--- src/rtl/box_locator.sv ---
// Bounding box of flagged pixels in a raster-scanned mask, published once per
// frame as centre/size coordinates together with the flagged-pixel count.
module box_locator #(
   parameter int IMG_WIDTH  = 768,
   parameter int IMG_HEIGHT = 576,
   parameter int MIN_PIXELS = 64
) (
   input  logic        clk,
   input  logic        reset,
   input  logic        wr_en,
   input  logic        hit,
   output logic [9:0]  x,
   output logic [9:0]  y,
   output logic [9:0]  width,
   output logic [9:0]  height,
   output logic        found,
   output logic        frame_done,
   output logic [18:0] hit_count
);

   localparam logic [9:0]  COL_LAST = 10'(IMG_WIDTH - 1);
   localparam logic [9:0]  ROW_LAST = 10'(IMG_HEIGHT - 1);
   localparam logic [18:0] MIN_CNT  = 19'(MIN_PIXELS);

   localparam logic [0:0] SCAN    = 1'b0;
   localparam logic [0:0] PUBLISH = 1'b1;

   logic [0:0]  state;
   logic [9:0]  col, row;
   logic [9:0]  min_x, max_x, min_y, max_y;
   logic [18:0] cnt;
   logic [9:0]  nmin_x, nmax_x, nmin_y, nmax_y;
   logic [18:0] ncnt;
   logic [10:0] sum_x, sum_y;
   logic        last_pix;

   // Tracker values including the current pixel; the frame result uses these
   // so the final pixel's own hit is counted.
   always_comb begin
      nmin_x = min_x;
      nmax_x = max_x;
      nmin_y = min_y;
      nmax_y = max_y;
      ncnt   = cnt;
      if (wr_en && hit) begin
         ncnt = cnt + 19'd1;
         if (col < min_x) nmin_x = col;
         if (col > max_x) nmax_x = col;
         if (row < min_y) nmin_y = row;
         if (row > max_y) nmax_y = row;
      end
   end

   assign last_pix = wr_en && (col == COL_LAST) && (row == ROW_LAST);
   assign sum_x    = {1'b0, nmin_x} + {1'b0, nmax_x};
   assign sum_y    = {1'b0, nmin_y} + {1'b0, nmax_y};

   // PUBLISH lasts exactly one cycle; frame_done is a decode of that register.
   assign frame_done = (state == PUBLISH);

   always_ff @(posedge clk) begin
      if (reset) begin
         state     <= SCAN;
         col       <= '0;
         row       <= '0;
         min_x     <= COL_LAST;
         max_x     <= '0;
         min_y     <= ROW_LAST;
         max_y     <= '0;
         cnt       <= '0;
         x         <= '0;
         y         <= '0;
         width     <= '0;
         height    <= '0;
         found     <= 1'b0;
         hit_count <= '0;
      end else begin
         if (wr_en) begin
            if (col == COL_LAST) begin
               col <= '0;
               row <= (row == ROW_LAST) ? 10'd0 : row + 10'd1;
            end else begin
               col <= col + 10'd1;
            end
         end

         if (last_pix) begin
            state     <= PUBLISH;
            hit_count <= ncnt;
            found     <= (ncnt >= MIN_CNT);
            if (ncnt >= MIN_CNT) begin
               x      <= sum_x[10:1];
               y      <= sum_y[10:1];
               width  <= nmax_x - nmin_x;
               height <= nmax_y - nmin_y;
            end
            // Reinitialise so a pixel accepted during PUBLISH starts a fresh frame.
            min_x <= COL_LAST;
            max_x <= '0;
            min_y <= ROW_LAST;
            max_y <= '0;
            cnt   <= '0;
         end else begin
            state <= SCAN;
            min_x <= nmin_x;
            max_x <= nmax_x;
            min_y <= nmin_y;
            max_y <= nmax_y;
            cnt   <= ncnt;
         end
      end
   end

endmodule

--- config.mk ---
export PLATFORM = sky130hd
export DESIGN_NAME = box_locator
export DESIGN_NICKNAME = d
export VERILOG_FILES = /design/src/rtl/box_locator.sv
export SDC_FILE = /design/constraint.sdc
export NUM_CORES = 1
export LEC_CHECK = 0
export CAP_MARGIN = 20
export CORE_ASPECT_RATIO = 1.5
export CORE_MARGIN = 2
export CORE_UTILIZATION = 64
export CTS_CLUSTER_DIAMETER = 150
export CTS_CLUSTER_SIZE = 20
export DETAILED_ROUTE_END_ITERATION = 7
export HOLD_SLACK_MARGIN = 0.06
export PLACE_DENSITY = 0.92
export SYNTH_ARGS = -nofsm -noshare
export SYNTH_HDL_FRONTEND = slang
export SYNTH_SLANG_ARGS = --single-unit
--- constraint.sdc ---
create_clock -name clk -period 10.3 [get_ports clk]
set_input_delay 1.545 -clock clk [delete_from_list [all_inputs] [get_ports clk]]
set_output_delay 1.545 -clock clk [all_outputs]
set_load 0.02 [all_outputs]
==> metrics list, run 1 <==
- At the worst endpoint, the arrival time is 6780 ps.
* Number of buffer and inverter stages on the critical path: 1
* Number of H-tree branching levels: 4
* Top-Level Pins: 65
- The via count of the first global-routing pass is 7569.
- Clock tree from TritonCTS: built
- Setup repair after global routing missed its margin: false
- DR pass1 iterations: 6
- Family of cells with the greatest summed delay on the critical path: compound AO/OA/AOI/OAI gates
* Global route overflow: 0
- Via/cell ratio: 6.37
- Max Clock Freq: 155 MHz
* Fraction of the yosys area taken by sequential cells: 33.3%
* Worst Max-Slew Pin Slew: 964 ps
- Vias post-DR: 7722
- The number of antenna violations at the first check in global routing came to 0.
- Total global-route track usage: 31.4%
- The critical path starts at wr_en.
* Largest net degree at the start of global routing: 76
- Internal power: 0.000922 W
- After synthesis, the netlist uses 58 different library cells.
- Final Core Density: 74.7%
- R2R Path End: height[9]
- In this run the critical register-to-register path is launched from row[7].
- Of the total power, combinational logic draws 7.5%.
* Max VDD drop: 102 uV
* Post-synthesis sequential element count: 140
* Wire length of the first global-routing pass: 35700 um
- The worst setup path is launched from a primary input.
* Sequential Power Share: 43.9%
- Number of buffers added on ports: 64
- In the final routed layout, each cell accounts on average for 18.3 um.
* Fraction of synthesis flops using an asynchronous set or reset pin: 0%
- For this design the total switching power over the nets is 0.000336 W.
- Number of warnings reported in the yosys synthesis log: 0
* LEAKAGE: 3.86 nW
- Hold path startpoint: x[3]
- Final Routed Wirelength: 22200 um
- Net switching is 26.7% of the power.
- Stage delay of the slowest cell on the critical path: 800 ps
- Horizontal die dimension: 97.7 um
* Maximum count of clock buffers along a single path: 2
- The worst pin sits at a relative slew slack of 34.1%.
* Hold Slack: 475 ps
- Number of clock buffers inserted by TritonCTS: 17
- The number of placed instances, taps included, is 1180.
- Max-cap viol count: 0
* Number of enable-type register cells in the synthesized netlist: 0
* Hold-fix buffers, CTS: 0
- The clock network accounts for 48.6% of the total power.
* Root buffer cell: sky130_fd_sc_hd__clkbuf_16
- Across the routed clock network, the largest skew measured is 10.6 ps.
- HP Class: reg -> reg
- Syn nets: 1090
* End of the worst hold path: x[3]
- After legalization and detailed placement, the total HPWL measured 15300 um.
- The worst setup path is of the in -> reg kind.
- Dividing the synthesized area by the synthesized cell count gives 8.40 um2.
* Number of cell instances on the worst register-to-register path: 15
* Max Slew Vio Count: 0
- Leaving out fill and tap cells, the most frequent cell in the layout is sky130_fd_sc_hd__dfxtp_1.
- Synthesis-to-layout area growth: 14.8%
- Post-route antenna net violation count: 0
- Power spread over the standard cell area amounts to 130 nW/um2.
- In the final timing run, aggregate negative setup slack is 0 ps.
- Post-synth top flop: sky130_fd_sc_hd__dfxtp_1
- Post-route insts no fill: 1213
* Clock slew seen by the registers of the worst setup and hold paths: 70 ps
* Vertical die dimension: 145 um
- Cell row count: 51
* Post-CTS Setup Repair Bufs: 0
* Final setup violation count: 0
* Power after layout: 0.00126 W
* Layout cells sized above 1: 6.74%
- The run finished with clean final reports.
- Netlist Area Pre-Place: 8430 um2
- The worst path uses 62.8% of the clock period.
- Commonest cells after routing, fill and taps aside: sky130_fd_sc_hd__dfxtp_1, sky130_fd_sc_hd__nor2_1, sky130_fd_sc_hd__ha_1
* Critical path required time: 10610 ps
* Synthesized instance count: 1003
- Clock sink count: 140
* Core Region: 13000 um2
- After layout, the minimum clock period comes to 6470 ps.
- Crit. End Element: register
* Floorplan die area: 14100 um2
- Clock latency on the worst-skew pair, taken at its later pin, is 430 ps.
- Residual DRC: 0
* Master of the slowest instance on the critical path: sky130_fd_sc_hd__clkdlybuf4s50_1
* Critical path cell sequence: clkdlybuf4s50_1, nand2_1, a211o_1, a21oi_1, o21a_1, o21ai_0, ha_1, o21bai_1, a2111oi_0, o21ai_0, a2111oi_0, a31oi_1, nand3b_1, mux2i_1
* Starting density of the core: 65.1%
- Cell depth of the worst hold path: 2
- After filler insertion, the fill cell instance count of the layout stands at 895.
- Post-cts sizing count: 0
- Final GP Congestion: 0.914
- Register-to-register setup slack: 5020 ps
- For this block, the initial DRC count from the detailed router was 616.
* Final number of hold-violating endpoints: 0
- In the final design database the tool counted 1127 nets.
- In this run the worst path has a maximum fanout of 16.
power by group through the flow:
stage / Clock [W] / Sequential [W] / Combinational, W
global route: 0.000638 / 0.000553 / 0.000101
finish: 0.000611 / 0.000552 / 0.0000939
global placement: 0 / 0.000564 / 0.0000878
detailed placement: 0 / 0.000564 / 0.0000904
CTS: 0.000615 / 0.000552 / 0.0000918
floorplan: 0 / 0.000562 / 0.0000679
stage by stage:
step	cell area, um2	setup WS, ps
final	9680	3830
after global routing	9670	3430
after CTS	9670	3960
after detailed placement	9090	3650
after global placement	9090	3810
after floorplan	8430	4840
layer usage:
metal,vias up,global-route usage (%),routed length [um]
li1,3641,-,-
met1,3655,33.1,8210
met2,345,57.4,11500
met3,81,6.04,1280
met4,0,19.4,1250
met5,-,0,0
kinds of logic after synthesis:
family | synth area share, %
AO/OA/AOI/OAI | 19.9
XOR/XNOR | 6.76
adder cells (fa/ha/maj) | 12.7
buffers and inverters | 5.51
flip-flops | 33.3
multiplexers | 4.29
AND/OR/NAND/NOR | 17.6
layout make-up:
| cell class | instances | area [um2] | share of cell area [%] |
|---|---|---|---|
| multi-input cells | 746 | 5160 | 53.3 |
| well taps | 159 | 199 | 2.06 |
| diodes | 1 | 2.50 | 0.0259 |
| flip-flops and latches | 140 | 2800 | 29.0 |
| clock inverters | 15 | 154 | 1.59 |
| inverters | 63 | 236 | 2.44 |
| repair buffers | 72 | 696 | 7.19 |
| clock buffers | 17 | 425 | 4.40 |
worst register-to-register path, cell delays in order, from the launching register on:
cell and delay [ps]:
sky130_fd_sc_hd__dfxtp_1 570, sky130_fd_sc_hd__ha_1 330, sky130_fd_sc_hd__a21o_1 160, sky130_fd_sc_hd__a21o_1 170
sky130_fd_sc_hd__a211o_1 300, sky130_fd_sc_hd__a21oi_1 470, sky130_fd_sc_hd__o21a_1 590, sky130_fd_sc_hd__o21ai_0 340
sky130_fd_sc_hd__ha_1 420, sky130_fd_sc_hd__o21bai_1 100, sky130_fd_sc_hd__a2111oi_0 730, sky130_fd_sc_hd__o21ai_0 280
sky130_fd_sc_hd__a2111oi_0 470, sky130_fd_sc_hd__a31oi_1 70, sky130_fd_sc_hd__nand3b_1 100, sky130_fd_sc_hd__mux2i_1 70
sequential cells by signal (all words and copies together) (netlist names), 10 cells and up:
signal     count
max_x         10
max_y         10
row           10
min_x         10
width         10
height        10
col           10
hit_count     19
cnt           19
min_y         10
x             10
y             10
worst max path at each step:
stage / slack (ps) / end / cells past startpoint
final: 3830 / height[9] / 14
after global routing: 3430 / height[9] / 14
after detailed placement: 3650 / height[9] / 14
after CTS: 3960 / height[9] / 14
after global placement: 3810 / width[9] / 14
after floorplan: 4840 / height[9] / 17
cell usage after synthesis, types with 6 or more instances:
library cell               number  area share (%)
sky130_fd_sc_hd__inv_1         63             2.8
sky130_fd_sc_hd__a211oi_1      22             2.0
sky130_fd_sc_hd__a21oi_1       76             4.5
sky130_fd_sc_hd__mux2i_1       17             2.0
sky130_fd_sc_hd__and4_1         7            0.73
sky130_fd_sc_hd__o21ai_0       72             4.3
sky130_fd_sc_hd__nor2_1        89             4.0
sky130_fd_sc_hd__dfxtp_1      140              33
sky130_fd_sc_hd__o211ai_1      31             2.8
sky130_fd_sc_hd__xnor2_1       36             3.7
sky130_fd_sc_hd__clkbuf_1      42             1.9
sky130_fd_sc_hd__or3_1          7            0.52
sky130_fd_sc_hd__ha_1          79              12
sky130_fd_sc_hd__xor2_1        29             3.0
sky130_fd_sc_hd__nand2b_1      10            0.74
sky130_fd_sc_hd__a21o_1        14             1.2
sky130_fd_sc_hd__o21bai_1       6            0.53
sky130_fd_sc_hd__nand2_1       42             1.9
sky130_fd_sc_hd__nor2b_1        6            0.45
sky130_fd_sc_hd__nand4_1       14             1.0
sky130_fd_sc_hd__and2_1        15             1.1
sky130_fd_sc_hd__mux2_2        17             2.3
sky130_fd_sc_hd__and3_1         8            0.59
sky130_fd_sc_hd__a21boi_0      13             1.2
sky130_fd_sc_hd__nand3_1       59             3.5
sky130_fd_sc_hd__nor3_1        14            0.83
No activity file was read; power rests on OpenSTA's default activity.
==> inputs of run 2 (changes only) <==
--- a/config.mk
+++ b/config.mk
@@ -8,12 +8,12 @@
 export CAP_MARGIN = 20
 export CORE_ASPECT_RATIO = 1.5
 export CORE_MARGIN = 2
-export CORE_UTILIZATION = 64
+export CORE_UTILIZATION = 54
 export CTS_CLUSTER_DIAMETER = 150
 export CTS_CLUSTER_SIZE = 20
 export DETAILED_ROUTE_END_ITERATION = 7
 export HOLD_SLACK_MARGIN = 0.06
-export PLACE_DENSITY = 0.92
+export PLACE_DENSITY = 0.84
 export SYNTH_ARGS = -nofsm -noshare
 export SYNTH_HDL_FRONTEND = slang
 export SYNTH_SLANG_ARGS = --single-unit
==> constraint.sdc (replaced) <==
create_clock -name clk -period 5.51 [get_ports clk]
set_input_delay 0.8265 -clock clk [delete_from_list [all_inputs] [get_ports clk]]
set_output_delay 0.8265 -clock clk [all_outputs]
set_load 0.02 [all_outputs]
==> run 2 against run 1 <==
Compared with the run above:
- largest cell class unchanged
- clock skew increased by 4.4 ps
- critical endpoint unchanged
- die area is 18% higher
- power is 89% higher
==> metrics list, run 2 (synthesis gave the netlist of run 1 again) <==
- The worst setup path is launched from a register.
- Commonest cells after routing, fill and taps aside: sky130_fd_sc_hd__dfxtp_1, sky130_fd_sc_hd__nor2_1, sky130_fd_sc_hd__ha_1
* Number of antenna violations at the first check in global routing: 0 (unchanged)
- The number of hold-slack violations in the final timing report came to 0 (unchanged).
* HP Class: reg -> reg
- Wire length of the first global-routing pass: 34700 um (-2.9%)
- Register-to-register setup slack: 840 ps (-4180 ps)
- Hold path startpoint: x[5]
* Crit. End Element: register
* Post-CTS Setup Repair Bufs: 0 (unchanged)
- Horizontal die dimension: 106 um (+8.5%)
- The starting DRC count in detailed routing was 360 (-42%).
- The remaining routing DRC violations was 0 (unchanged).
* Master of the slowest instance on the critical path: sky130_fd_sc_hd__dfxtp_1
- The critical path is of the reg -> reg type.
* Number of buffers added on ports: 64 (unchanged)
- Max Clock Freq: 214 MHz
* Clock tree from TritonCTS: built
* Layout cells sized above 1: 7.89% (+1.1 points)
* Core Region: 15200 um2 (+17%)
- Number of cell instances on the worst register-to-register path: 16 (+1)
- Total inserted antenna cells: 0 (-1)
- DR pass1 iterations: 5 (-1)
* HPWL after detailed placement: 15500 um (+1.2%)
* Met2 track utilization from global routing: 48.5% (-8.9 points)
* Final setup violation count: 0 (unchanged)
- In the final layout, the registers with the most flip-flops are cnt (19), hit_count (19).
* Share of the cycle needed by the critical path after routing: 84.8%
- Synthesis-to-layout area growth: 16.9%
* Area of all placed cells without fillers: 9850 um2 (+1.8%)
- For the finished layout, the period the worst path requires is 4670 ps.
* Global routing met1 resource utilization: 28.7% (-4.4 points)
* Setup repair after global routing missed its margin: false
- The total of hold buffers inserted after clock tree synthesis is 0 (unchanged).
* Stage delay of the slowest cell on the critical path: 490 ps (-310 ps)
- The count of final max-slew check failures came to 0 (unchanged).
- Vias post-DR: 7401 (-4.2%)
- Clock insertion delay at the later pin of the skew report: 430 ps (about the same)
* Clock slew seen by the registers of the worst setup and hold paths: 70 ps (about the same)
* Vertical die dimension: 157 um (+8.6%)
- Most common library cell in the layout ignoring fill and taps: sky130_fd_sc_hd__dfxtp_1
- The maximum clock skew at final layout is 15.1 ps (+4.45 ps).
- The worst slew slack as a fraction of its limit came to 48.7% (+15 points).
* Critical path required time: 5800 ps (-4810 ps)
* R2R Path End: height[9]
- The via density per instance is 5.86 (-8.0%).
- The number of ports placed on the die boundary was 65 (unchanged).
- The clock net sink count is 140 (unchanged).
- The final worst-path setup slack is 836 ps (-2990 ps).
- Floorplan die area: 16600 um2 (+18%)
* Global route overflow: 0 (unchanged)
* Post-Route Setup TNS: 0 ps (unchanged)
- The overall fraction of global-route tracks in use was 25.9% (-5.5 points).
- Root buffer cell: sky130_fd_sc_hd__clkbuf_16
- The starting density of the core was 55.4% (-9.6 points).
* Fin nets: 1139 (+1.1%)
- The number of antenna-violating nets in the routed design was 0 (unchanged).
* Cell row count: 55 (+7.8%)
- The ratio of total power to cell area is 241 nW/um2 (+86%).
* End of the worst hold path: x[5]
* Outcome: finished, final reports clean
- Post-cts sizing count: 0 (unchanged)
- Most crowded layer after global routing: met2
- The worst register-to-register path begins at row[1].
- Final GP Congestion: 0.882 (-3.5%)
* Number of clock buffers inserted by TritonCTS: 17 (unchanged)
- M3 GR Usage: 3.40% (-2.6 points)
- Largest fanout on the critical path: 12 (-4)
* Maximum count of clock buffers along a single path: 2 (unchanged)
* Setup slack at placement: 614 ps (-3030 ps)
- Standard cell area after detailed placement: 9230 um2 (+1.5%)
* Number of H-tree branching levels: 4 (unchanged)
- Wire length per cell: 16.8 um (-8.3%)
- Critical path cell sequence: ha_1, a21o_1, a21o_1, a21o_1, a21oi_1, o21ai_0, a21boi_0, ha_1, and3b_1, a2111oi_0, buf_4, o21ai_0, a2111oi_0, a31oi_1, nand3b_1, mux2i_1
* Largest net degree at the start of global routing: 49 (-36%)
- Number of global-route vias before repair: 7297 (-3.6%)
- Critical path's most frequent cell: sky130_fd_sc_hd__a21o_1
- Worst Max-Slew Pin Slew: 764 ps (-200 ps)
- Cell depth of the worst hold path: 2 (unchanged)
- The final routed wirelength across all metal layers is 21300 um (-4.5%).
- The signal arrival time at the worst endpoint is 4960 ps (-1820 ps).
* LEAKAGE: 3.94 nW (+2.1%)
* Max-cap viol count: 0 (unchanged)
* Number of fill cells in the layout: 1219 (+36%)
- The maximum vdd drop came to 159 uV (+55%).
[run 2: critical path, delay by kind of cell (launching register included)]
family	cells	cell delay, ps
compound gates	10	2790
fa+ha+maj	2	650
buf+inv	1	200
flops	1	490
mux	1	80
simple gates	2	320
[run 2: where the power goes]
group	switching, W	internal, W
Clock	0.000483	0.000688
Sequential	0.00000829	0.00102
Combinational	0.000109	0.0000651
[run 2: worst max-delay path by stage]
stage	start	end	slack [ps]	depth (start not counted)
6_report	row[1]	height[9]	840	16
5_1_grt	row[1]	height[9]	460	16
4_1_cts	row[1]	height[9]	880	16
3_5_place_dp	hit	height[9]	610	17
3_3_place_gp	hit	height[9]	720	17
2_1_floorplan	wr_en	height[9]	760	17
[run 2: final cells by class]
class                      instances  area (um2)  area share, %
tap                              199         249           2.53
clock buffer                      18         439           4.46
clock inverter                    14         158           1.60
timing repair buffer              84         806           8.18
multi-input combinational        746        5160           52.4
inverter                          63         236           2.40
sequential                       140        2800           28.4
[run 2: through the flow]
step,std cells,hold WS [ps],utilization [%],total power [W]
floorplan,1003,448,-,0.00118
global placement,1231,462,60.7,0.00122
detailed placement,1231,469,60.7,0.00122
CTS,1263,478,64.6,0.00237
global route,1264,502,64.8,0.00245
finish,1264,477,64.8,0.00238
[run 2: layer usage]
layer	vias to the layer above	wire length, um	share of wire (%)
met3	54	784	3.7
met4	0	705	3.3
li1	3653	-	-
met1	3474	8450	40
met2	220	11300	53
met5	-	0	0
==> inputs of run 3 (changes only) <==
--- a/config.mk
+++ b/config.mk
@@ -8,12 +8,12 @@
 export CAP_MARGIN = 20
 export CORE_ASPECT_RATIO = 1.5
 export CORE_MARGIN = 2
-export CORE_UTILIZATION = 54
+export CORE_UTILIZATION = 59
 export CTS_CLUSTER_DIAMETER = 150
 export CTS_CLUSTER_SIZE = 20
 export DETAILED_ROUTE_END_ITERATION = 7
 export HOLD_SLACK_MARGIN = 0.06
-export PLACE_DENSITY = 0.84
+export PLACE_DENSITY = 0.86
 export SYNTH_ARGS = -nofsm -noshare
 export SYNTH_HDL_FRONTEND = slang
 export SYNTH_SLANG_ARGS = --single-unit
==> constraint.sdc (replaced) <==
create_clock -name clk -period 4.53 [get_ports clk]
set_input_delay 0.6795 -clock clk [delete_from_list [all_inputs] [get_ports clk]]
set_output_delay 0.6795 -clock clk [all_outputs]
set_load 0.02 [all_outputs]
==> run 3 against run 2 <==
Compared with the run above:
- sequential share of layout area down 0.45 points
- die area down 8.2%
- fmax up 12%
- global-route usage up 5.6 points
- critical path depth up 1
- via count up 5.5%
- critical path type unchanged
- critical endpoint unchanged
- largest power group unchanged
==> metrics list, run 3 (synthesis gave the netlist of run 1 again) <==
- Outcome: finished, final reports clean
- Sort of element at the start of the critical path: register
- In the final layout, the registers with the most flip-flops are cnt (19), hit_count (19).
* Horizontal die dimension: 102 um (-4.2%)
- The worst slack after detailed placement came to -33.5 ps (-648 ps).
- Setup repair after global routing left no endpoint under its margin.
- Crit. End Element: register
- The critical path starts at min_y[7].
- Fraction of power spent switching nets: 27.3% (+2.0 points)
- Total global-route track usage: 31.4% (+5.6 points)
- Critical R2R Launch: min_y[7]
- The slew at the pin closest to its max-slew limit is 829 ps (+65.0 ps).
- Floorplan die area: 15300 um2 (-8.2%)
* Drt initial violations: 524 (+46%)
- Vias post-DR: 7811 (+5.5%)
- Wire length of the first global-routing pass: 37400 um (+8.0%)
- The worst slew slack as a fraction of its limit is 44.2% (-4.5 points).
- Post-route insts no fill: 1288 (+1.9%)
- Max Clock Freq: 240 MHz (+12%)
* Most common library cell in the layout ignoring fill and taps: sky130_fd_sc_hd__dfxtp_1
- The core footprint was 14000 um2 (-8.0%).
- Clock sink count: 140 (unchanged)
* Number of clock buffers inserted by TritonCTS: 17 (unchanged)
* Residual DRC: 0 (unchanged)
- The critical path ends at height[9].
* Cell depth of the worst hold path: 2 (unchanged)
- The number of buffers on the longest clock path is 2 (unchanged).
- R2R Path End: height[9]
* Wire length per cell: 18.0 um (+7.2%)
- Largest net degree at the start of global routing: 56 (+14%)
- Critical path required time: 4840 ps (-960 ps)
- Number of buffers added on ports: 64 (unchanged)
- Number of cell instances on the worst register-to-register path: 17 (+1)
* Max-cap viol count: 0 (unchanged)
- The starting density of the core is 60.2% (+4.8 points).
- Commonest cells after routing, fill and taps aside: sky130_fd_sc_hd__dfxtp_1, sky130_fd_sc_hd__nor2_1, sky130_fd_sc_hd__ha_1
- The number of ports placed on the die boundary came to 65 (unchanged).
* Total inserted antenna cells: 0 (unchanged)
* Sequential Power Share: 44.5% (+1.1 points)
* Post-route antenna net violation count: 0 (unchanged)
* Setup slack of the critical path after layout: 360 ps (-477 ps)
* Part of the power in the clock network: 47.2% (-2.1 points)
* Register-to-register setup slack: 360 ps (-480 ps)
- Post-layout minimum cycle time: 4170 ps (-503 ps)
* Synthesis-to-layout area growth: 18.8%
- Via/cell ratio: 6.06 (+3.6%)
- Arrival time at the worst endpoint: 4480 ps (-480 ps)
* CP Class: reg -> reg
- The number of antenna violations at the first check in global routing came to 0 (unchanged).
- Final GP Congestion: 0.999 (+13%)
* Max Slew Vio Count: 0 (unchanged)
- Hold-fix buffers, CTS: 0 (unchanged)
- Fin nets: 1170 (+2.7%)
- Placed instance count: 1255 (+1.9%)
- Clock slew seen by the registers of the worst setup and hold paths: 70 ps (about the same)
- The fraction of power consumed by combinational cells is 8.3% (+1.0 points).
- Internal power: 0.00205 W (+15%)
- Cell row count: 53 (-3.6%)
* Max VDD drop: 180 uV (+13%)
- The vertical die dimension came to 150 um (-4.2%).
- The maximum clock skew at final layout is 9.15 ps (-5.92 ps).
* DR pass1 iterations: 5 (unchanged)
* Switching power of the nets: 0.000768 W (+28%)
* Share of the cycle needed by the critical path after routing: 92.1% (+7.2 points)
* Power per Cell Area: 281 nW/um2 (+17%)
* LEAKAGE: 4.06 nW (+3.1%)
* Final Routed Wirelength: 23200 um (+9.2%)
- The peak fanout along the critical path is 7 (-5).
* Clock tree from TritonCTS: built
* Number of H-tree branching levels: 4 (unchanged)
* Layout cells sized above 1: 10.4% (+2.5 points)
- In this run the worst hold path is classified as reg -> reg.
- Clock insertion delay at the later pin of the skew report: 430 ps (about the same)
- Global route overflow: 0 (unchanged)
- Final setup violation count: 0 (unchanged)
* HPWL after detailed placement: 17000 um (+9.6%)
- Clock tree synthesis selected as its root buffer the cell sky130_fd_sc_hd__clkbuf_16.
* Number of global-route vias before repair: 7712 (+5.7%)
* Final number of hold-violating endpoints: 0 (unchanged)
[run 3: cell types whose count changed in the layout (fill, tap and decap cells not counted), sizes merged]
cell	before	now
buf	21	51
bufinv	2	0
clkinvlp	2	3
inv	68	70
[run 3: area by class of cell]
| class | count | area (um2) |
|---|---|---|
| flip-flops and latches | 140 | 2800 |
| clock inverters | 15 | 130 |
| clock buffers | 17 | 425 |
| multi-input cells | 746 | 5160 |
| well taps | 192 | 240 |
| inverters | 63 | 236 |
| fillers | 1032 | 3980 |
| repair buffers | 115 | 1020 |
[run 3: through the flow]
| stage | instance area [um2] | util (%) | hold slack [ps] | power (W) | TNS (ps) |
|---|---|---|---|---|---|
| 2_1_floorplan | 8430 | - | 448 | 0.00143 | 0 |
| 3_3_place_gp | 9450 | 67.6 | 459 | 0.00150 | 0 |
| 3_5_place_dp | 9450 | 67.6 | 468 | 0.00151 | -33.5 |
| 4_1_cts | 10000 | 71.5 | 477 | 0.00282 | 0 |
| 5_1_grt | 10000 | 71.6 | 508 | 0.00291 | 0 |
| 6_report | 10000 | 71.6 | 475 | 0.00282 | 0 |
[run 3: repair_timing]
action	4_1_cts	5_1_grt
setup endpoints to repair	0	2
gates resized for setup	0	2
buffers inserted	0	0
[run 3: routing by layer]
layer	up-vias	GRT usage, %	routed length [um]
met2	282	57.2	12300
met5	-	0	0
met4	0	21.8	1650
li1	3725	-	-
met3	123	6.45	1040
met1	3681	31.1	8240
[run 3: critical path: stages, from the launching register on]
cell and delay (ps):
sky130_fd_sc_hd__dfxtp_1 410, sky130_fd_sc_hd__inv_1 70, sky130_fd_sc_hd__ha_1 290, sky130_fd_sc_hd__a21o_1 160, sky130_fd_sc_hd__a21o_1 170, sky130_fd_sc_hd__a211o_1 300
sky130_fd_sc_hd__a21oi_1 170, sky130_fd_sc_hd__buf_4 180, sky130_fd_sc_hd__o21a_1 200, sky130_fd_sc_hd__o21ai_0 290, sky130_fd_sc_hd__ha_1 410, sky130_fd_sc_hd__o21bai_1 90
sky130_fd_sc_hd__a2111oi_1 410, sky130_fd_sc_hd__o21ai_0 210, sky130_fd_sc_hd__a2111oi_0 450, sky130_fd_sc_hd__a31oi_1 80, sky130_fd_sc_hd__nand3b_1 90, sky130_fd_sc_hd__mux2i_1 70
[run 3: worst min path at each step]
stage                     endpoint     start
final                     width[4]  width[4]
after CTS                 width[0]  width[0]
after floorplan           max_x[8]  max_x[8]
after detailed placement  width[0]  width[0]
after global placement        y[2]      y[2]
after global routing          x[5]      x[5]
[run 3: power groups by stage]
stage	registers, W	clock network, W	logic, W
finish	0.00125	0.00133	0.000233
global route	0.00125	0.00140	0.000254
CTS	0.00125	0.00134	0.000229
detailed placement	0.00128	0	0.000226
global placement	0.00128	0	0.000219
floorplan	0.00128	0	0.000154
